File: config.mk
export PLATFORM = sky130hd
export DESIGN_NAME = uflash_page_writer
export DESIGN_NICKNAME = d
export VERILOG_FILES = /design/src/rtl/uflash_page_writer.sv
export SDC_FILE = /design/constraint.sdc
export NUM_CORES = 1
export LEC_CHECK = 0
export ABC_AREA = 0
export CELL_PAD_IN_SITES_DETAIL_PLACEMENT = 0
export CELL_PAD_IN_SITES_GLOBAL_PLACEMENT = 1
export CORE_MARGIN = 1
export CORE_UTILIZATION = 42
export CTS_CLUSTER_DIAMETER = 100
export DETAILED_ROUTE_END_ITERATION = 10
export PLACE_DENSITY_LB_ADDON = 0.05
export SLEW_MARGIN = 20
export SYNTH_ARGS = -nofsm -noshare
export SYNTH_HDL_FRONTEND = slang
export SYNTH_SLANG_ARGS = --single-unit
File: constraint.sdc
create_clock -name clk -period 3.57 [get_ports clk]
set_input_delay 0.714 -clock clk [delete_from_list [all_inputs] [get_ports clk]]
set_output_delay 0.714 -clock clk [all_outputs]
set_load 0.02 [all_outputs]
File: src/rtl/uflash_page_writer.sv
// uflash_page_writer: erase-then-program sequencer for one uflash page.
// Enforces write/erase spacing and handshakes one word per flash write.
module uflash_page_writer #(
  parameter int CLK_FREQ = 5400000,
  parameter int GAP_MS   = 10
) (
  input  logic        clk,
  input  logic        reset,
  input  logic        cmd_valid,
  output logic        cmd_ready,
  input  logic [5:0]  cmd_page,
  input  logic [9:0]  cmd_nwords,
  input  logic        wdata_valid,
  output logic        wdata_ready,
  input  logic [31:0] wdata,
  output logic        fl_sel,
  output logic [3:0]  fl_wstrb,
  output logic [14:0] fl_addr,
  output logic [31:0] fl_data,
  input  logic        fl_ready,
  output logic        busy,
  output logic        done,
  output logic        err
);

  localparam logic [63:0] GAP_W =
    64'(CLK_FREQ) * 64'(GAP_MS) / 64'd1000 + 64'd1;
  localparam logic [23:0] GAP_CLKS = GAP_W[23:0];
  localparam logic [23:0] GAP_LAST = GAP_CLKS - 24'd1;

  typedef enum logic [2:0] {
    IDLE,
    CHECK,
    GAP_E,
    ERASE,
    GAP_P,
    FETCH,
    PROG,
    FINISH
  } state_t;

  state_t      state;
  logic [5:0]  page;
  logic [9:0]  nwords;
  logic [8:0]  idx;
  logic [23:0] since_prog;
  logic [23:0] gap_cnt;
  logic        prog_ack;
  logic [9:0]  idx_next;

  assign prog_ack = (state == PROG) && fl_sel && fl_ready;
  assign idx_next = {1'b0, idx} + 10'd1;

  // Cycles since the last completed program write, saturating at the gap.
  always_ff @(posedge clk) begin
    if (reset) begin
      since_prog <= GAP_CLKS;
    end else if (prog_ack) begin
      since_prog <= '0;
    end else if (since_prog != GAP_CLKS) begin
      since_prog <= since_prog + 24'd1;
    end
  end

  // Command sequencer with all outputs registered.
  always_ff @(posedge clk) begin
    if (reset) begin
      state       <= IDLE;
      cmd_ready   <= 1'b0;
      wdata_ready <= 1'b0;
      fl_sel      <= 1'b0;
      fl_wstrb    <= '0;
      fl_addr     <= '0;
      fl_data     <= '0;
      busy        <= 1'b0;
      done        <= 1'b0;
      err         <= 1'b0;
      page        <= '0;
      nwords      <= '0;
      idx         <= '0;
      gap_cnt     <= '0;
    end else begin
      done <= 1'b0;
      unique case (state)
        IDLE: begin
          cmd_ready <= 1'b1;
          busy      <= 1'b0;
          if (cmd_valid && cmd_ready) begin
            page      <= cmd_page;
            nwords    <= cmd_nwords;
            err       <= 1'b0;
            cmd_ready <= 1'b0;
            busy      <= 1'b1;
            state     <= CHECK;
          end
        end
        CHECK: begin
          if (page > 6'd37 || nwords > 10'd512) begin
            err   <= 1'b1;
            done  <= 1'b1;
            state <= FINISH;
          end else begin
            state <= GAP_E;
          end
        end
        GAP_E: begin
          if (since_prog == GAP_CLKS) begin
            fl_sel   <= 1'b1;
            fl_wstrb <= 4'b0001;
            fl_addr  <= {page, 9'd0};
            state    <= ERASE;
          end
        end
        ERASE: begin
          if (fl_ready) begin
            fl_sel <= 1'b0;
            if (nwords != 10'd0) begin
              gap_cnt <= '0;
              state   <= GAP_P;
            end else begin
              done  <= 1'b1;
              state <= FINISH;
            end
          end
        end
        GAP_P: begin
          if (gap_cnt == GAP_LAST) begin
            idx         <= '0;
            wdata_ready <= 1'b1;
            state       <= FETCH;
          end else begin
            gap_cnt <= gap_cnt + 24'd1;
          end
        end
        FETCH: begin
          if (wdata_valid) begin
            wdata_ready <= 1'b0;
            fl_data     <= wdata;
            fl_wstrb    <= 4'b1111;
            fl_addr     <= {page, idx};
            fl_sel      <= 1'b1;
            state       <= PROG;
          end
        end
        PROG: begin
          if (fl_ready) begin
            fl_sel <= 1'b0;
            idx    <= idx + 9'd1;
            if (idx_next == nwords) begin
              done  <= 1'b1;
              state <= FINISH;
            end else begin
              wdata_ready <= 1'b1;
              state       <= FETCH;
            end
          end
        end
        FINISH: begin
          busy      <= 1'b0;
          cmd_ready <= 1'b1;
          state     <= IDLE;
        end
        default: begin
          state <= IDLE;
        end
      endcase
    end
  end

endmodule
Word-level counts from Yosys, hierarchy flattened --
Index checks and enable logic that the tools add are counted.
Storage, ports and cells: flip-flop bits (word level) 133, word-level logic and storage cells 116
Cells by class: $add $sub $neg 4, order comparisons 2, equal/unequal tests 22, multiplexer cells 47, reduce and logical (&&, ||, !) cells 25
Operators with widths (number):
- $mux 24 | 3
- $add 24x1->24 const B | 2
- $eq 24x16->1 const B | 2
- $pmux 24 s2 | 1
- $mux 16 | 2
- $mux 15 | 2
- $pmux 15 s2 | 1
- $ne 24x16->1 const B | 1
- $pmux 3 s8 | 1
- $mux 3 | 7
- $ne 2x2->1 const B | 10
- $mux 9 | 2
- $pmux 9 s2 | 1
- $mux 1 | 16
- $eq 3x3->1 const B | 4
- $reduce_bool 2->1 | 6
- $add 9x1->10 const B | 1
- $eq 10x10->1 | 1
- $gt 10x10->1 const B | 1
- $reduce_bool 10->1 | 1
- $add 9x1->9 const B | 1
- $pmux 1 s3 | 3
- $reduce_and 3->1 | 3
- $mux 4 | 2
- 16 further kinds | 26

Logic depth before layout (Yosys ltp) --
Gate-level depths: netlist (run 1).
depth after elaboration 5, gate-level depth with buffers 10

Worst setup path before layout (run 1) --
OpenSTA, ideal clock, no wires.
kind register to register, start reg gap_cnt[0], end reg idx[1], setup time 0.124 ns, arrival time 2.048 ns, setup slack 1.398 ns, stages on the path, launching flop included 9, clock period less this slack 2.172 ns, cell sequence dfxtp_1 -> inv_1 -> ha_1 -> or4b_1 -> nand4bb_1 -> or4_4 -> a21oi_4 -> mux2i_1 -> nor2_1
On the way: longest elaborated chain between the ends 3
Ends and longest elaborated chain:
- start: declaration | RTL line 47 | logic [23:0] gap_cnt;
- start signal: assignment | RTL line 132 | gap_cnt <= gap_cnt + 24'd1;
- $eq 24x16->1 | RTL line 127 | if (gap_cnt == GAP_LAST) begin
- $ne 2x2->1 (no line)
- $reduce_and 3->1 (no line)
- end signal: assignment | RTL line 148 | idx <= idx + 9'd1;
- end: declaration | RTL line 45 | logic [8:0] idx;
No other way between the ends. A chain may end at the register's enable or synchronous reset.

Worst setup path after layout (run 1) --
start reg state[1], end reg gap_cnt[23]
On the way: longest elaborated chain between the ends 3
Ends and longest elaborated chain:
- start: declaration | RTL line 42 | state_t state;
- start signal: assignment | RTL line 68 | state <= IDLE;
- start signal: assignment | RTL line 94 | state <= CHECK;
- start signal: assignment | RTL line 101 | state <= FINISH;
- $eq 3x3->1 / $eq 3x2->1 (equally long branches) | RTL line 84 | unique case (state)
- $ne 2x2->1 (no line) / $reduce_bool 2->1 (equally long branches)
- $reduce_and 4->1 (no line)
Parallel ways exist; a longest one is shown, timed or not.

==> results.py, run 1 <==
metrics = {
    "status": {
        "status": "complete, no violations",
    },
    "finish": {
        "finalNetCount": 877,
        "fin_area_sq_um": 7720,
        "drive_gt1_share_pct": 6.37,
        "syn2layout_area_growth_pct": 28.9,
        "antenna_cells": 0,
    },
    "power": {
        "swShare_pct": 24.7,
        "internal-power_mw": 2.81,
        "leakage_nw": 2.67,
        "p_clk_share_pct": 46.7,
        "p_per_area_nw_per_um2": 483,
        "p_sw_mw": 0.921,
        "combPwrFrac_pct": 11.1,
        "p_seq_share_pct": 42.3,
        "irDropWorstVdd_v": 0.000352,
    },
    "worst_setup_path": {
        "cp_max_fo": 47,
        "end_kind": "flop",
        "r2r_setup_slack_ns": 0.81,
        "cp.arrival_ns": 3.09,
        "worstSetupPathType": "reg -> reg",
        "crit_path_start_kind": "flop",
        "worstPathRequired_ns": 3.91,
    },
    "global_routing": {
        "grt.overflow.total": 0,
        "grt_max_degree": 83,
        "antenna_found_initial": 0,
        "grt_pass1_vias": 5155,
        "grt_pass1_wl_microns": 25300,
        "grt_util_all_layers_pct": 21.7,
    },
    "clock_network": {
        "cts_made_buffers": 17,
        "cts_tree": "built",
        "holdBufCountCts": 0,
        "cts_max_level": 4,
        "cts_setup_buffers": 0,
        "clk_pin_slew_ns": 0.05,
        "cts_resized": 0,
        "cts_buffer_depth": 2,
        "clock-root-buffer": "clkbuf_16",
        "clk_latency_ns": 0.42,
        "clkSinkCount": 131,
    },
    "synthesis": {
        "synthesis.area_sq_um": 5990,
        "yosys_warnings": 0,
        "synthCells": 729,
        "syn_nets": 787,
        "synth-edff-count": 0,
        "synth_ff_type": "dfxtp_1",
        "avgSynthCellArea_sq_um": 8.22,
        "ys_ff_latch": 131,
        "synth-async-reset-ratio_pct": 0,
        "seq_area_frac_synth_pct": 43.8,
        "yosysUniqueCellTypes": 62,
    },
    "timing": {
        "fin_ws_ns": 0.813,
        "tns_ns": 0,
        "slew_headroom_pct": 39.8,
        "drv_slew": 0,
        "rsz0062_at_grt": "false",
        "fmax_mhz": 363,
        "fin_crit_ns": 2.76,
        "hold_violations": 0,
        "fin_crit_sh_pct": 77.2,
        "worst_slew_pin_slew_ns": 0.902,
        "setup_violations": 0,
        "skew_ns": 0.0133,
    },
    "min_path": {
        "hold_path.class": "reg -> reg",
    },
    "floorplanning": {
        "num_rows": 43,
        "core_sq_um": 13900,
        "pin_count": 110,
        "die_w_microns": 121,
        "die_h_microns": 121,
        "dieArea_sq_um": 14800,
        "start_util_pct": 43.2,
    },
    "routing": {
        "avgViaCountPerCell": 5.37,
        "drt-total-wl_microns": 15100,
        "vias": 5431,
        "first_iter_violations": 385,
        "ant_nets": 0,
        "drt-pass1-iter-count": 4,
        "wl_per_cell_microns": 14.9,
        "drc_errors": 0,
    },
    "place": {
        "io_buffers": 109,
        "dp_hpwl_microns": 10200,
        "place_ws_ns": 0.615,
        "dpl_cell_area_sq_um": 7120,
        "place_congestion": 0.768,
    },
    "job": {
        "max-cap-violations": 0,
    },
}
-- per-stage QoR --
stage | power (mW) | instances | hold WS (ns) | util [%]
CTS | 3.77 | 1012 | 0.453 | 55.6
floorplan | 1.87 | 729 | 0.436 | -
global route | 3.91 | 1012 | 0.468 | 55.6
finish | 3.73 | 1012 | 0.447 | 55.6
detailed placement | 2.02 | 980 | 0.443 | 51.3
global placement | 2.01 | 980 | 0.435 | 51.3
-- cell families after synthesis --
family                     Yosys count  share of synthesized area (%)
DFF                                131                           43.8
xor gates and xnor gates            34                           4.97
and+or+nand+nor                    332                           27.3
muxes                               10                           1.69
AOI/OAI and AO/OA                  160                           16.3
adders and majority gates            5                           1.04
buffers and inverters               57                           4.97
-- routing by layer --
layer / up-vias / global-route usage [%] / wire length, microns
met5: - / 0 / 0
met3: 15 / 7.47 / 937
met2: 118 / 33.4 / 6960
met4: 0 / 6.94 / 163
li1: 2760 / - / -
met1: 2538 / 28.2 / 7060
-- path summary, 6_finish.rpt --
kind | startpoint | endpoint | cells after the start
min reg2reg | fl_wstrb[0] | fl_wstrb[0] | 2
max reg2reg | state[1] | gap_cnt[23] | 5
max | state[1] | gap_cnt[23] | 5
min | fl_wstrb[0] | fl_wstrb[0] | 2
-- cell usage in the layout, fill, tap and decap left out, types with 12 or more instances in the layout --
| master | n |
|---|---|
| a21oi_1 | 87 |
| clkbuf_16 | 17 |
| clkdlybuf4s50_1 | 108 |
| dfxtp_1 | 131 |
| nand2_1 | 154 |
| nand3_1 | 19 |
| nand4_1 | 15 |
| nor2_1 | 56 |
| o21ai_0 | 12 |
| o31ai_1 | 19 |
| or4_1 | 18 |
| xnor2_1 | 18 |
| xor2_1 | 16 |
-- cell usage after synthesis, types with 4 or more instances --
| master | count | area, sq um |
|---|---|---|
| a21oi_1 | 87 | 435 |
| o31ai_1 | 19 | 143 |
| or3_1 | 7 | 43.8 |
| nor2_1 | 56 | 210 |
| nor3_1 | 6 | 30.0 |
| or4_1 | 18 | 135 |
| nor4_1 | 7 | 43.8 |
| o21ai_0 | 12 | 60.1 |
| a22oi_1 | 11 | 82.6 |
| nand3_1 | 19 | 95.1 |
| buf_4 | 4 | 30.0 |
| nand2_1 | 154 | 578 |
| inv_1 | 10 | 37.5 |
| and4_1 | 8 | 70.1 |
| buf_6 | 8 | 90.1 |
| xor2_1 | 16 | 140 |
| mux2i_1 | 9 | 90.1 |
| a311oi_1 | 5 | 43.8 |
| nand3b_1 | 4 | 30.0 |
| ha_1 | 5 | 62.6 |
| clkbuf_1 | 31 | 116 |
| and3_1 | 8 | 50.1 |
| nand4_1 | 15 | 93.8 |
| nor2b_1 | 4 | 25.0 |
| dfxtp_1 | 131 | 2620 |
| xnor2_1 | 18 | 158 |
-- registers in the layout, indices dropped and copies added (netlist names), 2 cells and up --
signal / cells
fl_addr: 15
idx: 9
state: 3
gap_cnt: 24
fl_wstrb: 2
page: 6
nwords: 10
fl_data: 32
since_prog: 24
-- power groups by stage --
stage	clock [mW]	sequential (mW)	combinational, mW
floorplan	0	1.59	0.281
global placement	0	1.61	0.408
detailed placement	0	1.61	0.414
CTS	1.78	1.58	0.417
global route	1.85	1.59	0.468
finish	1.74	1.58	0.414
-- worst max-delay path: stages, from the launching register on --
cell     delay, ns
dfxtp_1       0.86
nand2_2       0.21
or3_1         0.45
o21a_2        0.37
or4_1         0.60
a21oi_1       0.18
-- cell type report --
type                    instances  area, sq um
clock inverters                 6         66.3
well taps                     180          225
repair buffers                118         1150
fillers                      1270         6160
clock buffers                  26          539
inverters                      10         37.5
multi-input cells             541         3080
flip-flops and latches        131         2620
Note: power is estimated with default switching activity, not from simulation.
==> run 2: changes to the inputs <==
--- a/config.mk
+++ b/config.mk
@@ -9,7 +9,7 @@
 export CELL_PAD_IN_SITES_DETAIL_PLACEMENT = 0
 export CELL_PAD_IN_SITES_GLOBAL_PLACEMENT = 1
 export CORE_MARGIN = 1
-export CORE_UTILIZATION = 42
+export CORE_UTILIZATION = 39
 export CTS_CLUSTER_DIAMETER = 100
 export DETAILED_ROUTE_END_ITERATION = 10
 export PLACE_DENSITY_LB_ADDON = 0.05
==> constraint.sdc (replaced) <==
create_clock -name clk -period 2.9 [get_ports clk]
set_input_delay 0.58 -clock clk [delete_from_list [all_inputs] [get_ports clk]]
set_output_delay 0.58 -clock clk [all_outputs]
set_load 0.02 [all_outputs]
==> results.py, run 2 (synthesized netlist as in run 1, its figures left out) <==
metrics = {
    "status": {
        "status": "complete, no violations",
    },
    "worst_setup_path": {
        "worstSetupPathType": "reg -> reg",
        "critPathMaxStageDelay_ns": 0.62,
        "r2r_setup_slack_ns": 0.32,
        "cp.arrival_ns": 2.87,
        "crit_chain": "inv_1 > ha_1 > or4b_1 > nor4_1 > o21a_2 > buf_4 > xnor2_1 > nor2_1",
        "rr_startpoint": "gap_cnt[0]",
        "reg2reg_to": "gap_cnt[0]",
        "end_kind": "flop",
        "cp_max_fo": 39,
        "cp_slowest_cell": "o21a_2",
        "crit_path_start_kind": "flop",
        "r2r_cells": 8,
        "worstPathRequired_ns": 3.19,
    },
    "global_routing": {
        "grt_util_all_layers_pct": 20.4,
        "grt_max_degree": 83,
        "grt_pass1_vias": 5288,
        "grt_pass1_wl_microns": 25900,
        "grtUsageMet1_pct": 26.2,
        "grt_use_met2_pct": 32.6,
        "grt-busiest-layer": "met2",
        "grt_use_met3_pct": 6.16,
        "grt.overflow.total": 0,
        "antenna_found_initial": 0,
    },
    "finish": {
        "seq_area_sq_um": 2620,
        "drive_gt1_share_pct": 7.14,
        "largest_register_ffs": 32,
        "antenna_cells": 0,
        "final_util_pct": 52.5,
        "finalNetCount": 886,
        "final_cell_mix": "154 x nand2_1, 131 x dfxtp_1, 108 x clkdlybuf4s50_1",
        "reg_top3": "fl_data (32), gap_cnt (24), since_prog (24)",
        "final_common_cell": "nand2_1",
        "syn2layout_area_growth_pct": 29.3,
        "multi_input_area_sq_um": 3080,
        "fin_area_sq_um": 7750,
        "fillers": 1439,
        "regMostFlops": "fl_data",
    },
    "min_path": {
        "hold_depth": 2,
        "hold_start": "fl_wstrb[0]",
        "hold_path.class": "reg -> reg",
        "min_to": "fl_wstrb[0]",
    },
    "place": {
        "io_buffers": 109,
        "dpl_cell_area_sq_um": 7190,
        "dp_hpwl_microns": 10700,
        "place_ws_ns": 0.117,
        "place_congestion": 0.785,
    },
    "clock_network": {
        "cts_buffer_depth": 2,
        "clock-root-buffer": "clkbuf_16",
        "cts_max_level": 4,
        "clkSinkCount": 131,
        "cts_setup_buffers": 0,
        "clk_latency_ns": 0.42,
        "holdBufCountCts": 0,
        "cts_made_buffers": 17,
        "cts_tree": "built",
        "clk_pin_slew_ns": 0.06,
        "cts_resized": 0,
    },
    "timing": {
        "fmax_mhz": 388,
        "fin_crit_ns": 2.58,
        "hold_violations": 0,
        "setup_violations": 0,
        "worst_slew_pin_slew_ns": 0.907,
        "rsz0062_at_grt": "false",
        "skew_ns": 0.00546,
        "slew_headroom_pct": 39.5,
        "tns_ns": 0,
        "drv_slew": 0,
        "fin_ws_ns": 0.324,
        "fin_crit_sh_pct": 88.8,
    },
    "floorplanning": {
        "pin_count": 110,
        "core_sq_um": 14800,
        "dieArea_sq_um": 15900,
        "die_w_microns": 126,
        "start_util_pct": 40.6,
        "num_rows": 44,
        "die_h_microns": 126,
    },
    "routing": {
        "first_iter_violations": 303,
        "vias": 5490,
        "drt-total-wl_microns": 15900,
        "drc_errors": 0,
        "ant_nets": 0,
        "drt-pass1-iter-count": 4,
        "avgViaCountPerCell": 5.36,
        "wl_per_cell_microns": 15.5,
    },
    "power": {
        "p_per_area_nw_per_um2": 585,
        "irDropWorstVdd_v": 0.000399,
        "leakage_nw": 2.69,
        "power_mw": 4.54,
    },
    "job": {
        "max-cap-violations": 0,
    },
}
run 2: cell count changes in the layout (fill, tap and decap cells not counted), sizes merged:
cell    change
clkbuf      -6
clkinv      +4
bufinv      +1
buf         +9
run 2: how the worst max path moves through the flow:
stage	start	endpoint	slack, ns	depth (start not counted)
2_1_floorplan	gap_cnt[0]	idx[1]	0.73	8
3_3_place_gp	fl_ready	gap_cnt[22]	0.18	6
3_5_place_dp	fl_ready	gap_cnt[19]	0.12	6
4_1_cts	gap_cnt[0]	gap_cnt[0]	0.30	8
5_1_grt	gap_cnt[0]	gap_cnt[22]	0.03	8
6_report	gap_cnt[0]	gap_cnt[0]	0.32	8
run 2: routing by layer:
layer,vias to the layer above,routed length (microns),share of wire (%)
li1,2775,-,-
met1,2592,7390,47
met2,110,7350,46
met3,13,950,6.0
met4,0,164,1.0
met5,-,0,0
run 2: where the power goes:
| group | total [mW] | switching (mW) | internal, mW | leakage, nW |
|---|---|---|---|---|
| registers | 1.92 | 0.0658 | 1.86 | 1.06 |
| clock network | 2.05 | 0.783 | 1.27 | 0.271 |
| logic | 0.559 | 0.293 | 0.266 | 1.37 |
| total | 4.54 | 1.14 | 3.39 | 2.69 |
run 2: final cells by class:
cell class	instances	share of cell area [%]
multi-input combinational	541	39.7
sequential	131	33.8
timing repair buffer	127	15.8
clock buffer	20	5.76
tap	184	2.97
clock inverter	11	1.45
inverter	10	0.484
run 2: metrics by stage:
step	hold slack (ns)	cells
4_1_cts	0.448	1024
3_5_place_dp	0.439	993
5_1_grt	0.466	1024
3_3_place_gp	0.435	993
6_report	0.442	1024
2_1_floorplan	0.436	729
run 2: worst max-delay path, delay by kind of cell, from the launching register on:
kind	cells	cell delay (ns)
AND/OR/NAND/NOR	3	0.89
adder cells (fa/ha/maj)	1	0.16
XOR/XNOR	1	0.12
AO/OA/AOI/OAI	1	0.62
flip-flops	1	0.32
buffers and inverters	2	0.35
==> run 3: changes to the inputs <==
--- a/config.mk
+++ b/config.mk
@@ -8,7 +8,6 @@
 export ABC_AREA = 0
 export CELL_PAD_IN_SITES_DETAIL_PLACEMENT = 0
 export CELL_PAD_IN_SITES_GLOBAL_PLACEMENT = 1
-export CORE_MARGIN = 1
 export CORE_UTILIZATION = 39
 export CTS_CLUSTER_DIAMETER = 100
 export DETAILED_ROUTE_END_ITERATION = 10
==> results of run 3 <==
Final layout, timing and power as in run 2 (identical DEF).
